File: config.mk
export PLATFORM = sky130hd
export DESIGN_NAME = aqfp_alu_pipe
export DESIGN_NICKNAME = d
export VERILOG_FILES = /design/src/rtl/aqfp_alu_pipe.sv
export SDC_FILE = /design/constraint.sdc
export NUM_CORES = 1
export LEC_CHECK = 0
export ABC_AREA = 1
export BUFFER_PORTS_ARGS = -buffer_cell sky130_fd_sc_hd__buf_2
export CAP_MARGIN = 15
export CORE_MARGIN = 8
export CORE_UTILIZATION = 50
export CTS_BUF_LIST = sky130_fd_sc_hd__clkbuf_8
export CTS_CLUSTER_SIZE = 8
export DETAILED_ROUTE_END_ITERATION = 10
export GPL_ROUTABILITY_DRIVEN = 0
export PLACE_DENSITY = 0.7
export SYNTH_ARGS = -nofsm -noshare
export SYNTH_HDL_FRONTEND = slang
export SYNTH_SLANG_ARGS = --single-unit
File: constraint.sdc
create_clock -name clk -period 7.3 [get_ports clk]
set_input_delay 0.365 -clock clk [delete_from_list [all_inputs] [get_ports clk]]
set_output_delay 0.365 -clock clk [all_outputs]
set_load 0.02 [all_outputs]
File: src/rtl/aqfp_alu_pipe.sv
// Pipelined WIDTH-bit ALU with valid/ready ports on both sides and full backpressure.
// Define ALU_PARITY_EN to build the par_a/par_b/par_r datapath; otherwise those ports are tied to 0.
module aqfp_alu_pipe #(
  parameter int WIDTH  = 8,
  parameter int STAGES = 2
) (
  input  logic             clk,
  input  logic             rst_n,
  input  logic             in_valid,
  output logic             in_ready,
  input  logic [2:0]       op,
  input  logic [WIDTH-1:0] a,
  input  logic [WIDTH-1:0] b,
  input  logic             cin,
  output logic             out_valid,
  input  logic             out_ready,
  output logic [WIDTH-1:0] result,
  output logic             cout,
  output logic             ovf,
  output logic             zero,
  output logic             par_a,
  output logic             par_b,
  output logic             par_r
);

`ifdef ALU_PARITY_EN
  localparam int PW = WIDTH + 6;
`else
  localparam int PW = WIDTH + 3;
`endif
  localparam int L = STAGES - 1;

  logic [STAGES-1:0] v_q, v_d, load;
  logic [2:0]        op_q, op_d;
  logic [WIDTH-1:0]  a_q, a_d, b_q, b_d;
  logic              cin_q, cin_d;

  // A slot can take new data if it, or any slot downstream of it, is empty, or the head drains.
  always_comb begin
    logic full_tail;
    full_tail = 1'b1;
    load      = '0;
    for (int i = L; i >= 0; i--) begin
      full_tail = full_tail & v_q[i];
      load[i]   = out_ready | ~full_tail;
    end
  end

  always_comb begin
    v_d    = v_q;
    v_d[0] = load[0] ? in_valid : v_q[0];
    for (int i = 1; i <= L; i++) begin
      v_d[i] = load[i] ? v_q[i-1] : v_q[i];
    end
  end

  always_comb begin
    op_d  = op_q;
    a_d   = a_q;
    b_d   = b_q;
    cin_d = cin_q;
    if (load[0] && in_valid) begin
      op_d  = op;
      a_d   = a;
      b_d   = b;
      cin_d = cin;
    end
  end

  always_ff @(posedge clk) begin
    if (!rst_n) begin
      v_q   <= '0;
      op_q  <= '0;
      a_q   <= '0;
      b_q   <= '0;
      cin_q <= 1'b0;
    end else begin
      v_q   <= v_d;
      op_q  <= op_d;
      a_q   <= a_d;
      b_q   <= b_d;
      cin_q <= cin_d;
    end
  end

  // ALU on the slot-0 operands; SUB/INC/DEC reuse the adder with an effective B and carry.
  logic [WIDTH-1:0] bx, r_c;
  logic [WIDTH:0]   sum;
  logic             c0, arith, cout_c, ovf_c;
  logic [PW-1:0]    pay_c;

  always_comb begin
    bx    = b_q;
    c0    = 1'b0;
    arith = 1'b1;
    case (op_q)
      3'd0:    c0 = cin_q;
      3'd1:    begin bx = ~b_q; c0 = 1'b1; end
      3'd6:    bx = {{(WIDTH-1){1'b0}}, 1'b1};
      3'd7:    bx = '1;
      default: arith = 1'b0;
    endcase
    sum = {1'b0, a_q} + {1'b0, bx} + {{WIDTH{1'b0}}, c0};
    case (op_q)
      3'd2:    r_c = a_q & b_q;
      3'd3:    r_c = a_q | b_q;
      3'd4:    r_c = a_q ^ b_q;
      3'd5:    r_c = a_q;
      default: r_c = sum[WIDTH-1:0];
    endcase
    cout_c = arith & sum[WIDTH];
    ovf_c  = arith & (a_q[WIDTH-1] == bx[WIDTH-1]) & (r_c[WIDTH-1] != a_q[WIDTH-1]);
`ifdef ALU_PARITY_EN
    pay_c = {^a_q, ^b_q, ^r_c, (r_c == '0), ovf_c, cout_c, r_c};
`else
    pay_c = {(r_c == '0), ovf_c, cout_c, r_c};
`endif
  end

  logic [PW-1:0] pay_out;

  generate
    if (STAGES == 1) begin : g_flat
      assign pay_out = pay_c;
    end else begin : g_pipe
      logic [PW-1:0] pay_q [1:L];
      logic [PW-1:0] pay_d [1:L];

      always_comb begin
        pay_d    = pay_q;
        pay_d[1] = load[1] ? pay_c : pay_q[1];
        for (int i = 2; i <= L; i++) begin
          pay_d[i] = load[i] ? pay_q[i-1] : pay_q[i];
        end
      end

      always_ff @(posedge clk) begin
        pay_q <= pay_d;
      end

      assign pay_out = pay_q[L];
    end
  endgenerate

  // Empty-slot payload is don't-care, so outputs are forced to zero whenever nothing is valid.
  logic [PW-1:0] pay_vis;
  assign out_valid = v_q[L];
  assign pay_vis   = out_valid ? pay_out : '0;
  assign result    = pay_vis[WIDTH-1:0];
  assign cout      = pay_vis[WIDTH];
  assign ovf       = pay_vis[WIDTH+1];
  assign zero      = pay_vis[WIDTH+2];
`ifdef ALU_PARITY_EN
  assign par_r     = pay_vis[WIDTH+3];
  assign par_b     = pay_vis[WIDTH+4];
  assign par_a     = pay_vis[WIDTH+5];
`else
  assign par_r     = 1'b0;
  assign par_b     = 1'b0;
  assign par_a     = 1'b0;
`endif

  assign in_ready = load[0] | ~rst_n;

endmodule

# [Yosys cells after proc, flatten, opt, wreduce, memory -nomap -nowiden]
# Cells that the tools add are included.
# Widths: inputs -> output; s select.
[classes] mux=5 n_reduce_logical=4 add_sub_neg=2 n_eq_ne=9 bitwise_logic=14
[op_table] op="$pmux 8 s4" n=1
[op_table] op="$pmux 8 s3" n=1
[op_table] op="$eq 3x3->1 const B" n=4
[op_table] op="$mux 11" n=1
[op_table] op="$add 8x8->9" n=1
[op_table] op="$add 9x1->9" n=1
[op_table] op="$and 8x8->8" n=1
[op_table] op="$logic_not 8->1" n=1
[op_table] op="$not 8->8" n=1
[op_table] op="$or 8x8->8" n=1
[op_table] op="$xor 8x8->8" n=1
[op_table] op="$eq 3x2->1 const B" n=2
[op_table] op="$and 1x1->1" n=4
[op_table] op="$reduce_or 4->1" n=1
[op_table] op="$eq 3x1->1 const B" n=1
[op_table] op="$logic_not 3->1" n=1
[op_table] op="$not 1->1" n=3
[op_table] op="$or 1x1->1" n=3
[op_table] op="$pmux 1 s2" n=1
[op_table] op="$eq 1x1->1" n=1
[op_table] op="$logic_and 1x1->1" n=1
[op_table] op="$mux 1" n=1
[op_table] op="$ne 1x1->1" n=1
[word_totals] word_cells=41 out_inout_bits=16 reg_bits=33 input_bits=24

# [Depth between registers and ports, before layout]
# Gate-level depths: netlist of the first run.
[logic_depth] depth_word=7 mapped_depth=18

# [Worst setup path after synthesis of the first run]
# OpenSTA, ideal clock, no wires.
[synth_path] kind="register to register" start="register op_q[2]" end="register g_pipe.pay_q[10] in the netlist's numbering (data pin)" stages_incl_launch_ff=17 slack_ps=4619 period_less_slack_ps=2681 required_time_ps=7049 n_path_buf=0 arrival_time_ps=2430 path_cell_list="dfxtp_1 -> ha_1 -> inv_1 -> o21ai_0 -> a21oi_1 -> fa_1 -> fa_1 -> inv_1 -> nand3_1 -> nand3_1 -> nand2_1 -> nand2_1 -> nand2_1 -> nand3_1 -> nand2_1 -> nand3_1 -> nor2_1"
[synth_via] elab_chain_cells=6 elab_cells_between_ends=14 cone_classes="add/sub: 2; eq/ne: 7; mux: 3; reduce/logical: 2"
[synth_rtl] item="from (decl)" line="34" text="logic [2:0] op_q, op_d;"
[synth_rtl] item="from (signal assigned)" line="79" text="op_q <= op_d;"
[synth_rtl] item="$eq 3x3->1 / $eq 3x1->1 (equally long branches)" line="96" text="case (op_q)"
[synth_rtl] item="$pmux 8 s3" line="96"
[synth_rtl] item="$add 8x8->9" line="103" text="sum = {1'b0, a_q} + {1'b0, bx} + {{WIDTH{1'b0}}, c0};"
[synth_rtl] item="$add 9x1->9" line="103"
[synth_rtl] item="$pmux 8 s4 *" line="104" text="case (op_q)"
[synth_rtl] item="$logic_not 8->1 *" line="116" text="pay_c = {(r_c == '0), ovf_c, cout_c, r_c};"
[synth_rtl] item="net pay_c[10]" line="90" text="logic [PW-1:0] pay_c;"
[synth_rtl] item="to (signal assigned)" line="138" text="pay_q <= pay_d;"
[synth_rtl] item="to (decl)" line="126" text="logic [PW-1:0] pay_q [1:L];"
# The timed path passes the listed nets; every way through them passes the cells marked *.
# A chain may end at the register's enable or synchronous reset.

# [Worst setup path in the final report of the first run]
[layout_path] start="register op_q[0]" end="register g_pipe.pay_q[10] in the netlist's numbering (data pin)"
# The elaborated chain is that of the path after synthesis.

==> results.yml, run 1 <==
clocking:
  cts.clk_slew.worst_paths_ns: 0.07
  cts-root-buf: "clkbuf_8"
  post_cts_resized: 0
  clockBufferDepth: 2
  post-cts-setup-buffers: 0
  clock_latency_ns: 0.29
  postCtsHoldBufs: 0
  clock_sinks: 33
  cts_tree: "done"
  numCtsBuffers: 5
  htreeDepth: 2
sta:
  hold_slack_ns: 0.294
  fin_skew_ns: 0.00500
  fmax_ghz: 0.338
  rsz0062_at_grt: "no"
  fin_setup_tns_ns: 0
  setup_viol: 0
  relSlewSlack: 0.387
  fin_crit_ns: 2.95
  min_period_over_period: 0.405
  hold_viol: 0
  tightest_slew_ns: 0.919
  setup_ws_ns: 4.35
  drv_slew: 0
global_route:
  globalRouteTotalUtil: 0.145
  gr-total-overflow: 0
  grt_antenna_before_repair: 0
  busiest_layer: "met2"
  grt_pass1_vias: 1923
  grt_max_degree: 39
  grtUsageMet2: 0.239
  met1_usage: 0.168
  grt_util_met3: 0.0483
  grt_pass1_wl_um: 8510
die:
  coreArea_mm2: 0.00466
  die_height_um: 85.1
  dieArea_mm2: 0.00724
  num_rows: 25
  die_w_um: 85.1
  start_util: 0.512
  io_pins: 40
pwr:
  clockPowerShare: 0.353
  intPower_uw: 406
  power_density_mw_per_mm2: 215
  seq_power_share: 0.399
  switchingPower_uw: 178
  p_leak_uw: 0.00144
  swShare: 0.304
  max-vdd-ir-drop_mv: 0.109
  pwr-share-comb: 0.247
critical_path:
  critPathRequiredTime_ns: 7.35
  setup.worst_path.end_class: "flop"
  arrival_ns: 3.00
  crit_type: "flop to flop"
  cp_max_fo: 10
  critPathLaunchType: "flop"
placement:
  place.detailed.hpwl_um: 4110
  pre_cts_slack_ns: 4.36
  io_buffers: 36
finish:
  syn_to_final_growth_pct: 13.7
  n_fill_cell: 456
  n_antenna_cell: 0
  num-nets-final: 422
  fin_util: 0.582
  drive_above_1_share: 0.159
  layout_commonest_cell: "nand2_1"
  mostFrequentLayoutCells: "nand2_1 (72), inv_1 (56), o21ai_0 (37)"
drt:
  vias: 2125
  drt_iter0_drc: 87
  ant_nets: 0
  drc: 0
  wl_per_cell_um: 12.2
  wl_um: 5180
  viasPerCell: 4.99
  dr.pass1.iters: 4
yosys:
  ys_seq_area_frac: 0.323
  syn-cell-area_mm2: 0.00239
  synth_warnings: 0
  synth_cell_types: 30
  avgSynthCellArea_um2: 7.06
  synth_seq_cells: 33
  synthCells: 338
min_path:
  hold_class: "input pin to flop"
job:
  maxCapViolations: 0
outcome:
  status: "finished clean"
-- cells in the mapped netlist --
master | number | share of area
fa_1 | 2 | 0.017
ha_1 | 25 | 0.13
buf_4 | 3 | 0.0094
nand3_2 | 2 | 0.0084
a21oi_1 | 25 | 0.052
a21boi_0 | 1 | 0.0031
inv_4 | 1 | 0.0026
conb_1 | 1 | 0.0016
edfxtp_1 | 11 | 0.14
a211oi_1 | 1 | 0.0031
nor2_1 | 24 | 0.038
clkbuf_1 | 5 | 0.0079
inv_1 | 56 | 0.088
o21ai_2 | 1 | 0.0037
inv_2 | 4 | 0.0063
nand3_1 | 17 | 0.036
or2_2 | 1 | 0.0026
or2_1 | 4 | 0.010
nor3_4 | 2 | 0.014
buf_2 | 4 | 0.0084
dfxtp_1 | 22 | 0.18
o21ai_1 | 6 | 0.013
nand2_1 | 72 | 0.11
nor3b_1 | 1 | 0.0031
o211ai_1 | 1 | 0.0031
a31oi_1 | 1 | 0.0026
o21a_1 | 1 | 0.0031
nand4_1 | 3 | 0.0079
o21ai_0 | 37 | 0.078
nor2_2 | 4 | 0.010
-- power by group through the flow --
| stage | sequential, uW | clock (uW) | combinational, uW |
|---|---|---|---|
| after floorplan | 232 | 0 | 113 |
| after global placement | 237 | 0 | 141 |
| after detailed placement | 238 | 0 | 145 |
| after CTS | 234 | 209 | 145 |
| after global routing | 236 | 217 | 166 |
| final | 233 | 206 | 145 |
-- final timing paths --
kind | cells after the start | slack, ns | to | from
setup / recovery | 15 | 4.35 | g_pipe.pay_q[10] | op_q[0]
setup reg to reg | 15 | 4.35 | g_pipe.pay_q[10] | op_q[0]
hold reg to reg | 2 | 0.46 | v_q[1] | v_q[0]
hold / removal | 3 | 0.29 | op_q[0] | op[0]
-- stage by stage --
step / instance area, um2 / instances / power, uW
5_1_grt: 2710 / 426 / 619
4_1_cts: 2710 / 426 / 588
3_5_place_dp: 2580 / 418 / 383
3_3_place_gp: 2580 / 418 / 378
2_1_floorplan: 2390 / 340 / 345
6_report: 2710 / 426 / 584
-- cell families (layout without fill, tap and decap cells) --
group | Yosys count | in the layout | synth area share
simple gates | 130 | 130 | 0.243
other cells | 1 | 3 | 0.00157
compound gates | 74 | 74 | 0.162
flops | 33 | 33 | 0.323
fa+ha+maj | 27 | 27 | 0.148
buf+inv | 73 | 105 | 0.123
-- worst max-delay path, cell delays in order (launching register included) --
cell and delay (ns):
dfxtp_1 0.58, nand2_1 0.28, o21ai_0 0.21, a21oi_1 0.08
fa_1 0.44, fa_1 0.41, inv_1 0.08, nand3_1 0.08
nand3_1 0.10, nand2_1 0.07, nand2_1 0.08, nand2_1 0.05
nand3_1 0.06, nand2_1 0.07, nand3_1 0.08, nor2_1 0.04
-- routing by layer --
| metal | vias up | share of wire |
|---|---|---|
| met5 | - | 0 |
| met4 | 0 | 0.020 |
| met3 | 12 | 0.061 |
| met2 | 52 | 0.47 |
| met1 | 913 | 0.45 |
| li1 | 1148 | - |
-- area by class of cell --
| cell class | count | area [um2] | share of cell area |
|---|---|---|---|
| clock inverter | 3 | 65.1 | 0.0240 |
| sequential | 33 | 771 | 0.284 |
| multi-input combinational | 234 | 1330 | 0.490 |
| timing repair buffer | 36 | 180 | 0.0664 |
| clock buffer | 5 | 68.8 | 0.0254 |
| tap | 54 | 67.6 | 0.0249 |
| inverter | 61 | 231 | 0.0853 |
-- state kept, by name (all words and copies together), names as in the netlist --
register	flops
v_q	2
a_q	8
op_q	3
cin_q	1
g_pipe.pay_q	11
b_q	8
No activity file was read; power rests on OpenSTA's default activity.
==> run 2, diff against run 1 <==
ABC_AREA = 0   (was 1)
PLACE_DENSITY = 0.73   (was 0.7)
clock period = 2.5 ns   (was 7.3 ns; I/O delays follow)
==> results.yml, run 2 <==
outcome:
  status: "finished with violations"
  violations: "setup timing"
drt:
  viasPerCell: 5.40
  drc: 0
  wl_per_cell_um: 14.3
  vias: 2172
  drt_iter0_drc: 71
  ant_nets: 0
  wl_um: 5740
  dr.pass1.iters: 4
clocking:
  cts-root-buf: "clkbuf_8"
  clock_latency_ns: 0.29
  clockBufferDepth: 2
  cts_tree: "done"
  clock_sinks: 33
  numCtsBuffers: 5
  cts.clk_slew.worst_paths_ns: 0.07
  postCtsHoldBufs: 0
  htreeDepth: 2
yosys:
  synth_warnings: 0
  synth_top_area_frac: 0.184
  synth-edff-count: 11
  synthCells: 282
  synthTopCellsByCount: "nand2_1 (52), ha_1 (25), inv_1 (25), dfxtp_1 (22), a21boi_0 (20)"
  synth_seq_cells: 33
  synthArstFlopShare: 0
  synthTopCellsByArea: "dfxtp_1 (18%), edfxtp_1 (14%), ha_1 (13%), nand2_1 (8.2%), a21boi_0 (6.3%)"
  syn-cell-area_mm2: 0.00239
  yosysMostFrequentCell: "nand2_1"
  synth_cell_types: 45
  yosys_most_used_dff: "dfxtp_1"
  yosys.area.top_type: "dfxtp_1"
  avgSynthCellArea_um2: 8.47
  ys_seq_area_frac: 0.323
global_route:
  globalRouteTotalUtil: 0.160
  grt_pass1_wl_um: 9430
  grt_max_degree: 24
  grt_pass1_vias: 2056
  gr-total-overflow: 0
  grt_antenna_before_repair: 0
die:
  dieArea_mm2: 0.00724
  io_pins: 40
  start_util: 0.512
  die_height_um: 85.1
  die_w_um: 85.1
  num_rows: 25
  coreArea_mm2: 0.00466
pwr:
  total_power_uw: 1520
  p_leak_uw: 0.00138
  power_density_mw_per_mm2: 486
  switchingPower_uw: 464
  seq_power_share: 0.427
  intPower_uw: 1060
  pwr-share-comb: 0.304
  max-vdd-ir-drop_mv: 0.324
  clockPowerShare: 0.269
  swShare: 0.305
finish:
  drive_above_1_share: 0.330
  num-nets-final: 398
  reg.largest.list: "g_pipe.pay_q: 11 flops, a_q: 8 flops, b_q: 8 flops"
  n_antenna_cell: 0
  n_fill_cell: 379
  largest_register_ff_count: 11
  layout_commonest_cell: "nand2_1"
  mostFrequentLayoutCells: "nand2_1 (51), buf_2 (36), buf_4 (36)"
  largest-register: "g_pipe.pay_q"
  syn_to_final_growth_pct: 31.2
sta:
  drv_slew: 0
  hold_slack_ns: 0.0777
  fin_setup_tns_ns: -0.793
  tightest_slew_ns: 0.688
  rsz0062_at_grt: "yes"
  relSlewSlack: 0.540
  min_period_over_period: 1.10
  fin_skew_ns: 0.00857
  fmax_ghz: 0.363
  setup_viol: 5
  hold_viol: 0
  setup_ws_ns: -0.257
  fin_crit_ns: 2.76
placement:
  io_buffers: 36
  place.detailed.hpwl_um: 4300
critical_path:
  worstReg2RegStart: "op_q[2]"
  crit_type: "flop to flop"
  setup.worst_path.end_class: "flop"
  critPathRequiredTime_ns: 2.53
  r2r_slack_ns: -0.26
  reg2reg_depth: 13
  critPathLaunchType: "flop"
  arrival_ns: 2.78
  cp_max_fo: 6
  worstReg2RegEnd: "g_pipe.pay_q[10]"
min_path:
  hold_start: "b[3]"
  hold_class: "input pin to flop"
  whs_endpoint: "b_q[3]"
  holdPathStages: 3
job:
  maxCapViolations: 0
-- run 2: changes by cell type after synthesis, moves of 16 or more --
cell      previous run  this run
nor2_1              24         5
nand2_1             72        52
inv_1               56        25
o21ai_0             37        15
a21oi_1             25         9
a21boi_0             1        20
-- run 2: worst max-delay path by stage --
stage / from / end / cells after the start
2_1_floorplan: op_q[0] / g_pipe.pay_q[10] / 11
3_3_place_gp: op_q[2] / g_pipe.pay_q[10] / 11
3_5_place_dp: op_q[2] / g_pipe.pay_q[10] / 11
4_1_cts: op_q[2] / g_pipe.pay_q[10] / 10
5_1_grt: op_q[2] / g_pipe.pay_q[10] / 13
6_report: op_q[2] / g_pipe.pay_q[10] / 13
-- run 2: worst max-delay path: stages (launching register included) --
cell and delay, ns:
dfxtp_4 0.38, nor2_4 0.12, nand2_2 0.06, xnor2_1 0.15, nor2_1 0.08, fa_2 0.37
fa_2 0.39, nor2b_4 0.14, o31a_1 0.17, o21a_1 0.15, buf_4 0.12, nor3_4 0.04
o31ai_4 0.25, nor4_4 0.08
-- run 2: logic make-up after synthesis --
kind of cell / Yosys count / share of synthesized area
AO/OA/AOI/OAI: 79 / 0.242
AND/OR/NAND/NOR: 96 / 0.195
adder cells (fa/ha/maj): 27 / 0.148
flip-flops: 33 / 0.323
buffers and inverters: 42 / 0.0760
other: 1 / 0.00157
XOR/XNOR: 4 / 0.0147
-- run 2: timing repair --
action	4_1_cts	5_1_grt
resized for setup	17	15
buffers inserted	2	3
endpoints found under the setup margin	6	6
pin swaps	8	8
-- run 2: metrics by stage --
| stage | utilization | setup slack [ns] | std cells | cell area, um2 |
|---|---|---|---|---|
| 3_3_place_gp | 0.614 | -0.244 | 389 | 2860 |
| 6_report | 0.672 | -0.257 | 402 | 3130 |
| 2_1_floorplan | - | -0.233 | 284 | 2480 |
| 5_1_grt | 0.672 | -0.335 | 402 | 3130 |
| 4_1_cts | 0.652 | -0.256 | 399 | 3040 |
| 3_5_place_dp | 0.614 | -0.361 | 389 | 2860 |
-- run 2: power groups by stage --
stage / Clock [uW] / Combinational, uW / Sequential, uW
floorplan: 0 / 267 / 654
global placement: 0 / 381 / 658
detailed placement: 0 / 394 / 661
CTS: 421 / 428 / 650
global route: 443 / 511 / 656
finish: 411 / 464 / 650
-- run 2: area by class of cell --
class                           instances  area (um2)  area share
Tap cell                               54        67.6      0.0216
Inverter                               25        93.8      0.0299
Clock inverter                          2        7.51     0.00240
Clock buffer                            6        82.6      0.0263
Sequential cell                        33         779       0.249
Multi-Input combinational cell        209        1640       0.524
Timing Repair Buffer                   73         462       0.147
-- run 2: layer usage --
layer,part of all wire,track usage
met3,0.045,0.0463
met4,0.013,0.0566
met5,0,0
met2,0.46,0.259
met1,0.49,0.198
